**src/rtl/hack_prog_loader.sv**
```systemverilog
// hack_prog_loader: receives a framed Hack program image over a byte stream,
// writes it into the instruction RAM, and releases the CPU only after a
// complete image with a valid checksum has arrived.
module hack_prog_loader #(
    parameter int unsigned ADDR_W = 15,
    parameter int unsigned DATA_W = 16
) (
    input  logic              clock,
    input  logic              reset_n,
    input  logic              start,
    input  logic [7:0]        in_data,
    input  logic              in_valid,
    output logic              in_ready,
    output logic              wr_en,
    output logic [ADDR_W-1:0] wr_addr,
    output logic [DATA_W-1:0] wr_data,
    output logic              cpu_hold,
    output logic              done,
    output logic              error
);

    localparam int unsigned LEN_W   = 16;
    // One extra bit so a full 2**ADDR_W image does not wrap the index.
    localparam int unsigned IDX_W   = ADDR_W + 1;
    localparam logic [31:0] MAX_LEN = 32'(1) << ADDR_W;

    typedef enum logic [2:0] {
        S_IDLE,
        S_LEN_HI,
        S_LEN_LO,
        S_DAT_HI,
        S_DAT_LO,
        S_CHK,
        S_DONE,
        S_ERROR
    } state_t;

    state_t             state;
    state_t             state_nxt;
    logic [LEN_W-1:0]   len;
    logic [LEN_W-1:0]   len_in;
    logic [7:0]         hi_byte;
    logic [7:0]         sum;
    logic [IDX_W-1:0]   index;
    logic               xfer;
    logic               waiting;

    assign xfer    = in_valid & in_ready;
    assign waiting = (state == S_IDLE) || (state == S_DONE) || (state == S_ERROR);
    assign len_in  = {len[LEN_W-1:8], in_data};

    // Next-state logic for the frame parser.
    always_comb begin
        state_nxt = state;
        case (state)
            S_IDLE, S_DONE, S_ERROR: begin
                if (start) state_nxt = S_LEN_HI;
            end
            S_LEN_HI: begin
                if (xfer) state_nxt = S_LEN_LO;
            end
            S_LEN_LO: begin
                if (xfer) begin
                    if (32'(len_in) > MAX_LEN)  state_nxt = S_ERROR;
                    else if (len_in == '0)      state_nxt = S_CHK;
                    else                        state_nxt = S_DAT_HI;
                end
            end
            S_DAT_HI: begin
                if (xfer) state_nxt = S_DAT_LO;
            end
            S_DAT_LO: begin
                if (xfer) begin
                    if (32'(index) == 32'(len) - 32'd1) state_nxt = S_CHK;
                    else                                state_nxt = S_DAT_HI;
                end
            end
            S_CHK: begin
                if (xfer) state_nxt = (in_data == sum) ? S_DONE : S_ERROR;
            end
            default: state_nxt = S_IDLE;
        endcase
    end

    // State register and Moore outputs registered from the next state.
    always_ff @(posedge clock or negedge reset_n) begin
        if (!reset_n) begin
            state    <= S_IDLE;
            in_ready <= 1'b0;
            cpu_hold <= 1'b1;
            done     <= 1'b0;
            error    <= 1'b0;
        end else begin
            state    <= state_nxt;
            in_ready <= (state_nxt == S_LEN_HI) || (state_nxt == S_LEN_LO) ||
                        (state_nxt == S_DAT_HI) || (state_nxt == S_DAT_LO) ||
                        (state_nxt == S_CHK);
            cpu_hold <= (state_nxt != S_DONE);
            done     <= (state_nxt == S_DONE);
            error    <= (state_nxt == S_ERROR);
        end
    end

    // Datapath: length capture, checksum accumulation, word assembly and RAM write.
    always_ff @(posedge clock or negedge reset_n) begin
        if (!reset_n) begin
            len     <= '0;
            hi_byte <= '0;
            sum     <= '0;
            index   <= '0;
            wr_en   <= 1'b0;
            wr_addr <= '0;
            wr_data <= '0;
        end else begin
            wr_en <= 1'b0;
            if (waiting) begin
                if (start) begin
                    sum   <= '0;
                    index <= '0;
                end
            end else if (xfer) begin
                case (state)
                    S_LEN_HI: begin
                        len[LEN_W-1:8] <= in_data;
                        sum            <= sum + in_data;
                    end
                    S_LEN_LO: begin
                        len[7:0] <= in_data;
                        sum      <= sum + in_data;
                    end
                    S_DAT_HI: begin
                        hi_byte <= in_data;
                        sum     <= sum + in_data;
                    end
                    S_DAT_LO: begin
                        wr_en   <= 1'b1;
                        wr_addr <= index[ADDR_W-1:0];
                        wr_data <= DATA_W'({hi_byte, in_data});
                        index   <= index + IDX_W'(1);
                        sum     <= sum + in_data;
                    end
                    default: ;
                endcase
            end
        end
    end

endmodule
```
**config.mk**
```make
export PLATFORM = sky130hd
export DESIGN_NAME = hack_prog_loader
export DESIGN_NICKNAME = d
export VERILOG_FILES = /design/src/rtl/hack_prog_loader.sv
export SDC_FILE = /design/constraint.sdc
export NUM_CORES = 1
export LEC_CHECK = 0
export ABC_CLOCK_PERIOD_IN_PS = 3400
export BUFFER_PORTS_ARGS = -buffer_cell sky130_fd_sc_hd__buf_2
export CELL_PAD_IN_SITES_DETAIL_PLACEMENT = 0
export CELL_PAD_IN_SITES_GLOBAL_PLACEMENT = 1
export CORE_UTILIZATION = 46
export CTS_CLUSTER_SIZE = 30
export DETAILED_ROUTE_END_ITERATION = 7
export MAX_ROUTING_LAYER = met4
export PLACE_DENSITY = 0.84
export SETUP_SLACK_MARGIN = 0.5
export SLEW_MARGIN = 25
export SYNTH_ARGS = -nofsm -noshare
export SYNTH_HDL_FRONTEND = slang
export SYNTH_SLANG_ARGS = --single-unit
```
**constraint.sdc**
```tcl
create_clock -name clock -period 3.4 [get_ports clock]
set_clock_uncertainty 0.1 [all_clocks]
set_input_delay 0.68 -clock clock [delete_from_list [all_inputs] [get_ports clock]]
set_output_delay 0.68 -clock clock [all_outputs]
set_load 0.01 [all_outputs]
```
==> metrics.md, run 1 <==
| Metric | Value |
|---|---|
| Hold Fails Final Rpt | `0` |
| Clock Sinks | `87` |
| Critical path depth | `8` |
| Final period util | `0.829` |
| Max-slew headroom | `0.487` |
| Synth Flop Type | `dfrtp_1` |
| Setup-failing EPs final | `0` |
| Switch share | `0.394` |
| Total track usage | `0.222` |
| CP max stage cell | `or4_4` |
| Worst-Skew Late Latency | `0.37 ns` |
| CP Data Arrival Time | `2.98 ns` |
| Die Wd | `101 microns` |
| Initial DRC count | `98` |
| Starting Density | `0.482` |
| Number of synthesized flops with an enable pin | `0` |
| CTS buffer count | `9` |
| Crit path required time | `3.56 ns` |
| Crit path max-delay family | `simple AND/OR/NAND/NOR gates` |
| Compound-Gate Fraction of Synth Area | `0.0922` |
| Vias | `3375` |
| Clock root cell | `clkbuf_8` |
| Synth Area in Simple Gates | `0.175` |
| Asr flop ratio synth | `1.00` |
| Ant diodes | `0` |
| Worst-path clk slew | `0.10 ns` |
| Top fanout value on the critical path | `4` |
| P_sw | `1.60 mW` |
| PortBufs | `47` |
| CTS Hold Bufs | `0` |
| Core region area | `9370 sq um` |
| Synth cell types | `57` |
| Pins Over Slew Limit | `0` |
| Drt total wl | `10.0 mm` |
| Initial antenna violation count | `0` |
| Post-route ant nets | `0` |
| Max stage delay on crit path | `0.57 ns` |
| Synthesized cell area | `4520 sq um` |
| Crit end category | `flop` |
| Power Total | `4.06 mW` |
| Drt wl/cell | `16.0 microns` |
| Fin nets | `511` |
| HP Class | `in2async` |
| Die Footprint | `10200 sq um` |
| Minimum clock period | `2.82 ns` |
| Critical-path cell list | `or4_4, nor3_4, a31oi_1, or4_4, nor4_4, a31oi_2, a21o_1, and2_1` |
| Xor/xnor share of the synthesized area | `0.0814` |
| Synthesized area per cell | `10.3 sq um` |
| Internal | `2.46 mW` |
| Worst hold slack | `0.208 ns` |
| Vias in the first global route | `3369` |
| Mapped Nets | `461` |
| Sequential Power Share | `0.417` |
| DR pass1 iterations | `6` |
| Combinational Power Share | `0.419` |
| Worst slew pin tran | `0.769 ns` |
| H-tree depth | `3` |
| Peak supply drop | `0.407 mV` |
| Syn Inst Count | `439` |
| LEAKAGE | `2.42 nW` |
| Share of cells above drive strength 1 | `0.279` |
| Ys Warns | `0` |
| GP Congestion | `0.967` |
| Row cnt | `35` |
| # Max-Cap Violations | `0` |
| Number of synthesized register bits | `87` |
| P per Cell Area | `783 nW/um^2` |
| Area of the multi-input gates | `2270 sq um` |
| RR Startpoint | `len[10]` |
| Unrepaired setup endpoints after global routing | `yes` |
| Clock Power Share | `0.165` |
| Largest family of logic cells by synthesized area | `simple AND/OR/NAND/NOR gates` |
| Outcome | `completed` |
| Worst R2R Setup Slack | `0.58 ns` |
| First-pass GRT wire length | `16.6 mm` |
| Area occupied by registers | `2180 sq um` |
| Fill cells | `851` |
| CTS tree | `built` |
| Setup TNS | `0 ns` |
| Remaining DRCs | `0` |
| Critical Path Start Type | `flop` |
| Fin area | `5190 sq um` |
| Worst reg2reg path depth | `8` |
| Total congestion overflow | `0` |
| Clk buf depth | `2` |
| Post-synthesis mux area share | `0.109` |
| Register area share after synthesis | `0.482` |
| Worst Path Buf+Inv | `0` |
| Die span in y | `101 microns` |
| Post-Synth Adder-Cell Area | `0.0293` |
| Largest net degree at the start of global routing | `46` |
| IO Pins | `48` |
| Post-DP HPWL | `7.06 mm` |
| Vias per Instance | `5.42` |
| Kind of critical path | `reg2reg` |
| Worst flop-to-flop path endpoint | `error` |
| Post-DP Area | `4880 sq um` |
| CP dominant cell by count | `or4_4` |
| Fmax | `355 MHz` |
| Area grow syn2layout | `14.8%` |
## layout make-up
| class | instances | area share |
|---|---|---|
| Clock buffer | 9 | 0.0239 |
| Clock inverter | 7 | 0.0106 |
| Inverter | 12 | 0.00868 |
| Tap cell | 129 | 0.0311 |
| Sequential cell | 87 | 0.420 |
| Multi-Input combinational cell | 317 | 0.438 |
| Timing Repair Buffer | 62 | 0.0675 |
## layout by cell type, fill, tap and decap left out, types with 7 or more instances in the layout
master / instances
a21oi_1: 11
buf_2: 46
buf_4: 16
clkbuf_8: 9
dfrtp_1: 84
ha_1: 8
inv_1: 12
mux2_2: 42
nand2_1: 58
nand3_1: 11
nand4_1: 7
nor2_1: 29
nor3_1: 10
o21ai_0: 15
xnor2_1: 23
xor2_1: 19
## how the worst max path moves through the flow
stage                  from  endpoint  slack [ns]
finish              len[10]     error        0.58
global route        len[10]     error        0.47
CTS                  len[4]     error        0.54
detailed placement   len[8]     error        0.35
global placement     len[8]     error        0.42
floorplan            len[8]     error        0.61
## what timing repair did
action / in CTS / in global routing
resized for setup: 4 / 10
buffers inserted: 2 / 5
pin swaps: 1 / 8
endpoints found under the setup margin: 4 / 6
## state kept, by name, summed over array words and instances, names as in the netlist
signal,flops
sum,8
wr_en,1
cpu_hold,1
wr_addr,15
done,1
index,16
in_ready,1
hi_byte,8
error,1
state,3
wr_data,16
len,16
## metal layers
layer  up-vias  share of wire  wire (microns)  GRT usage
met4         0          0.015             145     0.0803
met5         -              0               0          -
li1       1633              -               -          -
met3        15          0.039             393     0.0388
met2        69           0.47            4680      0.339
met1      1658           0.48            4780      0.298
## power by group through the flow
stage	Combinational, mW	Sequential (mW)	Clock (mW)
3_3_place_gp	1.53	1.70	0
5_1_grt	1.90	1.74	0.734
6_report	1.70	1.69	0.669
4_1_cts	1.63	1.68	0.688
3_5_place_dp	1.56	1.71	0
2_1_floorplan	1.18	1.66	0
## synth_stat cells (all sizes together) (9+ instances only)
master | number | area share
a21oi | 11 | 0.012
clkbuf | 21 | 0.017
dfrtp | 86 | 0.48
ha | 9 | 0.025
inv | 12 | 0.010
mux2 | 43 | 0.11
nand2 | 59 | 0.049
nand3 | 11 | 0.012
nor2 | 29 | 0.024
nor3 | 11 | 0.015
o21ai | 16 | 0.018
xnor2 | 23 | 0.045
xor2 | 19 | 0.037
## through the flow
stage	util	worst slack, ns	std cells
finish	0.554	0.582	623
global route	0.554	0.465	623
CTS	0.544	0.536	618
detailed placement	0.521	0.346	600
global placement	0.521	0.421	600
floorplan	-	0.609	439
## logic make-up after synthesis
logic type | count (synthesis)
AOI/OAI and AO/OA | 63
muxes | 44
DFF | 87
xor gates and xnor gates | 42
adders and majority gates | 10
buffers and inverters | 35
and+or+nand+nor | 158
No activity file was read; power rests on OpenSTA's default activity.
==> run 2, diff against run 1 <==
- ABC_CLOCK_PERIOD_IN_PS: 3400 -> 2700
- clock period: 3.4 -> 2.7 ns (I/O delays scaled with it)
==> run 2 against run 1 <==
- the run now ends with setup timing left
- design area grew 5.9%
- cell count rose by 4.5%
- flip-flop and latch count is the same
- power rose by 35%
- fmax grew 2.9%
- wire length grew 6.9%
- core utilization grew 3.3 points
- first-iteration DRC count up 74%
- critical path type unchanged
- critical endpoint is now state[1]
- largest power group unchanged
==> metrics.md, run 2 (same netlist as run 1, synthesis figures left out) <==
| Metric | Value |
|---|---|
| Ant diodes | `0` |
| Peak supply drop | `0.563 mV` |
| Critical Path Start Type | `flop` |
| H-tree depth | `3` |
| CTS buffer count | `9` |
| DR pass1 iterations | `4` |
| Setup-failing EPs final | `3` |
| CTS tree | `built` |
| Vias per Instance | `5.44` |
| Total congestion overflow | `0` |
| Worst Setup SP | `len[0]` |
| Top fanout value on the critical path | `4` |
| CP max stage cell | `or4_4` |
| Unrepaired setup endpoints after global routing | `yes` |
| Vias in the first global route | `3451` |
| Area grow syn2layout | `21.6%` |
| Die Footprint | `10200 sq um` |
| Core region area | `9370 sq um` |
| # Max-Cap Violations | `0` |
| Clock Sinks | `87` |
| First-pass GRT wire length | `17.4 mm` |
| Clock root cell | `clkbuf_8` |
| Regs by FF count | `index: 16 flops, len: 16 flops, wr_data: 16 flops` |
| Worst slew pin tran | `0.561 ns` |
| Post-route ant nets | `0` |
| Fmax | `365 MHz` |
| Worst-path clk slew | `0.09 ns` |
| Initial DRC count | `171` |
| CP Data Arrival Time | `2.89 ns` |
| Drt wl/cell | `16.4 microns` |
| GP Congestion | `0.913` |
| Crit path required time | `2.85 ns` |
| Setup ws final | `-0.0393 ns` |
| Row cnt | `35` |
| P per Cell Area | `997 nW/um^2` |
| Fin area | `5490 sq um` |
| Starting Density | `0.482` |
| LEAKAGE | `2.60 nW` |
| Largest net degree at the start of global routing | `46` |
| Post-DP Area | `5070 sq um` |
| Critical-path cell list | `nor4_2, buf_4, nand2b_1, xnor2_1, or4_4, nor4_4, a31oi_2, buf_4, or2_1` |
| Share of cells above drive strength 1 | `0.349` |
| Fin nets | `539` |
| IO Pins | `48` |
| Max-slew headroom | `0.626` |
| Clk buf depth | `2` |
| HP Class | `in2async` |
| Most common cell after layout, fill and taps aside | `dfrtp_1` |
| Most frequent cells in the layout | `dfrtp_1 (84), nand2_1 (57), buf_2 (46)` |
| Worst-Skew Late Latency | `0.36 ns` |
| Minimum clock period | `2.74 ns` |
| Final period util | `1.01` |
| Failing checks | `setup timing` |
| Max stage delay on crit path | `0.50 ns` |
| Outcome | `complete, but fails checks` |
| Post-DP HPWL | `7.49 mm` |
| Die Wd | `101 microns` |
| PortBufs | `47` |
| Die span in y | `101 microns` |
| Total track usage | `0.232` |
| Drt total wl | `10.7 mm` |
| Hold Fails Final Rpt | `0` |
| Pins Over Slew Limit | `0` |
| CP dominant cell by count | `buf_4` |
| RR Startpoint | `len[0]` |
| Kind of critical path | `reg2reg` |
| Crit end category | `flop` |
| Worst hold slack | `0.0588 ns` |
| Remaining DRCs | `0` |
| Initial antenna violation count | `0` |
| Fill cells | `832` |
| Vias | `3541` |
run 2: cell count changes in the layout (fill, tap and decap cells not counted), sizes merged:
cell    previous run  this run
buf               62        90
clkinv             2         3
inv               15        14
run 2: cell type report:
class / instances / area (sq um) / area share
multi-input cells: 317 / 2350 / 0.429
flip-flops and latches: 87 / 2180 / 0.397
repair buffers: 90 / 581 / 0.106
well taps: 129 / 161 / 0.0294
clock buffers: 9 / 124 / 0.0225
clock inverters: 7 / 47.5 / 0.00865
inverters: 12 / 45.0 / 0.00820
run 2: what timing repair did:
action | in CTS | in global routing
setup endpoints to repair | 11 | 14
hold buffers | 0 | 0
setup buffers | 7 | 8
gates resized for setup | 12 | 19
gates cloned | 0 | 0
pin swaps | 3 | 15
run 2: power by group:
part	internal [mW]	switching [mW]	leakage, nW
combinational	1.27	1.31	1.39
clock	0.336	0.483	0.0858
sequential	1.73	0.346	1.12
run 2: worst max-delay path, delay by kind of cell (launching register included):
kind | cells | cell delay [ns]
AOI/OAI and AO/OA | 1 | 0.14
xor gates and xnor gates | 1 | 0.13
and+or+nand+nor | 5 | 1.48
DFF | 1 | 0.44
buffers and inverters | 2 | 0.35
run 2: path summary, 6_finish.rpt:
path                         endpoint  slack, ns  depth (start not counted)
hold reg to reg            wr_data[8]       0.36                          2
hold / removal               index[0]       0.06                          1
setup / recovery             state[1]      -0.04                          9
setup reg to reg             state[1]      -0.04                          9
max in group asynchronous  hi_byte[0]       1.80                          2
min in group clock         wr_data[8]       0.36                          2
run 2: metrics by stage:
step	utilization	instances	power, mW	setup slack [ns]	TNS, ns
after global placement	0.541	620	4.24	0.0674	0
after CTS	0.571	643	5.29	0.0754	0
final	0.586	651	5.48	-0.0393	-0.0882
after detailed placement	0.541	620	4.32	-0.0461	-0.0793
after floorplan	-	439	3.60	0.195	0
after global routing	0.586	651	5.88	-0.107	-0.454
run 2: layer usage:
metal | part of all wire | global-route usage | up-vias
li1 | - | - | 1692
met1 | 0.46 | 0.320 | 1775
met2 | 0.49 | 0.358 | 65
met3 | 0.047 | 0.0312 | 9
met4 | 0.0086 | 0.0669 | 0
met5 | 0 | - | -
==> run 3, diff against run 2 <==
- RECOVER_POWER: not set -> 100
- REMOVE_ABC_BUFFERS: not set -> 1
==> run 3 against run 2 <==
- worst setup slack better by 0.088 ns
- sequential share of layout area is 0.64 points lower
- core utilization is 0.92 points higher
- fmax is 3.3% higher
- critical path depth is 1 lower
- via count is 1.6% higher
- largest power group unchanged
- worst hold slack better by 0.31 ns
- count of clock-buffer cells in the layout stayed put
- combinational power is 3% higher
- global-route usage is 1.1 points higher
- design area is 1.6% higher
- clock power is 16% higher
- the flow finishes with violations (capacitance limit, slew limit)
==> metrics.md, run 3 (same netlist as run 1, synthesis figures left out) <==
| Metric | Value |
|---|---|
| # Max-Cap Violations | `1` |
| Worst flop-to-flop path endpoint | `error` |
| Total congestion overflow | `0` |
| Clock Power Share | `0.168` |
| Crit end category | `flop` |
| Peak supply drop | `0.497 mV` |
| Internal | `3.41 mW` |
| H-tree depth | `3` |
| DR pass1 iterations | `4` |
| Hold_sp | `hi_byte[4]` |
| HP Class | `reg2reg` |
| Place WS | `-0.171 ns` |
| Worst Setup SP | `len[10]` |
| Fin nets | `552` |
| Critical-path cell list | `or4_4, nor3_4, a31oi_1, or4_4, nor4_4, a31oi_2, a21o_1, and2_1` |
| Final period util | `0.982` |
| Vias per Instance | `5.42` |
| PortBufs | `47` |
| Clk buf depth | `2` |
| Worst-path clk slew | `0.10 ns` |
| DP Cell Count | `630` |
| Vias in the first global route | `3612` |
| Worst-Skew Late Latency | `0.37 ns` |
| Pins Over Slew Limit | `36` |
| Max stage delay on crit path | `0.56 ns` |
| Die Wd | `101 microns` |
| Row cnt | `35` |
| Hold depth | `2` |
| Share of cells above drive strength 1 | `0.290` |
| Failing checks | `capacitance limit, slew limit` |
| Combinational Power Share | `0.470` |
| Fmax | `377 MHz` |
| Fin area | `5580 sq um` |
| Sequential Power Share | `0.362` |
| Hold path endpoint | `wr_data[12]` |
| CP Data Arrival Time | `2.83 ns` |
| Setup TNS | `0 ns` |
| Crit path required time | `2.88 ns` |
| First-pass GRT wire length | `18.1 mm` |
| Regs by FF count | `index: 16 flops, len: 16 flops, wr_data: 16 flops` |
| Clock root cell | `clkbuf_8` |
| CTS buffer count | `9` |
| Initial DRC count | `265` |
| Starting Density | `0.482` |
| Initial antenna violation count | `0` |
| Total track usage | `0.243` |
| Die span in y | `101 microns` |
| Max-slew headroom | `-0.365` |
| Worst reg2reg path depth | `8` |
| P per Cell Area | `1010 nW/um^2` |
| Most common cell after layout, fill and taps aside | `dfrtp_1` |
| Post-DP HPWL | `7.33 mm` |
| Core region area | `9370 sq um` |
| Switch share | `0.397` |
| Critical Path Start Type | `flop` |
| Vias | `3596` |
| Setup-failing EPs final | `0` |
| Hold Fails Final Rpt | `0` |
| Largest net degree at the start of global routing | `53` |
| LEAKAGE | `2.48 nW` |
| Ant diodes | `0` |
| Clock Sinks | `87` |
| IO Pins | `48` |
| Post-route ant nets | `0` |
| Worst R2R Setup Slack | `0.05 ns` |
| Top fanout value on the critical path | `4` |
| Worst slew pin tran | `2.05 ns` |
| Setup ws final | `0.0491 ns` |
| Worst hold slack | `0.373 ns` |
| Drt wl/cell | `16.6 microns` |
| Outcome | `complete, but fails checks` |
| CP max stage cell | `or4_4` |
| Kind of critical path | `reg2reg` |
| CTS tree | `built` |
| Drt total wl | `11.1 mm` |
| Final core utilization | `0.595` |
| Most frequent cells in the layout | `dfrtp_1 (85), nand2_1 (56), clkbuf_1 (47)` |
| P_sw | `2.24 mW` |
| Fin cells | `664` |
| Post-DP Area | `5120 sq um` |
| Power Total | `5.65 mW` |
| CTS Hold Bufs | `0` |
| Unrepaired setup endpoints after global routing | `yes` |
| Remaining DRCs | `0` |
| Die Footprint | `10200 sq um` |
| RR Startpoint | `len[10]` |
| GP Congestion | `0.926` |
| Area grow syn2layout | `23.5%` |
| CP dominant cell by count | `or4_4` |
| Minimum clock period | `2.65 ns` |
-- run 3: changes by cell type in the layout (fill, tap and decap cells not counted), moves of 2 or more --
cell / previous run / this run
nor3_2: 1 / 4
nand3_1: 11 / 9
clkbuf_2: 0 / 2
buf_2: 46 / 10
nor3_4: 3 / 1
nand3_2: 0 / 2
a311oi_1: 3 / 1
clkbuf_1: 0 / 47
clkinv_2: 3 / 1
a311oi_2: 0 / 2
-- run 3: what timing repair did --
action	in CTS	in global routing
endpoints found under the setup margin	13	16
gates resized for setup	22	25
buffers inserted	9	9
pin swaps	16	8
-- run 3: final cells by class --
cell class | instances | area [sq um]
fill | 860 | 3790
tap | 129 | 161
clock inverter | 7 | 76.3
clock buffer | 9 | 124
multi-input combinational | 317 | 2410
inverter | 12 | 45.0
timing repair buffer | 103 | 587
sequential | 87 | 2180
-- run 3: worst max path at each step --
stage / endpoint / slack (ns) / cells after the start
final: error / 0.05 / 8
after global routing: error / -0.04 / 8
after CTS: error / 0.06 / 8
after detailed placement: error / -0.17 / 8
after global placement: error / -0.12 / 8
after floorplan: error / -0.09 / 8
-- run 3: power groups by stage --
stage / Combinational [mW] / Sequential [mW] / Clock (mW)
global route: 2.91 / 2.11 / 1.02
detailed placement: 2.33 / 2.03 / 0
floorplan: 1.35 / 2.16 / 0
finish: 2.66 / 2.05 / 0.951
CTS: 2.54 / 2.03 / 0.960
global placement: 2.28 / 2.01 / 0
-- run 3: layer usage --
metal  GRT usage  vias to the layer above  part of all wire
met1       0.323                     1766              0.47
met4       0.107                        0             0.033
li1            -                     1716                 -
met5           -                        -                 0
met3      0.0361                       29             0.030
met2       0.368                       85              0.46
-- run 3: critical path, delay by kind of cell, from the launching register on --
kind            cells  cell delay [ns]
compound gates      3             0.48
flops               1             0.39
simple gates        5             1.59
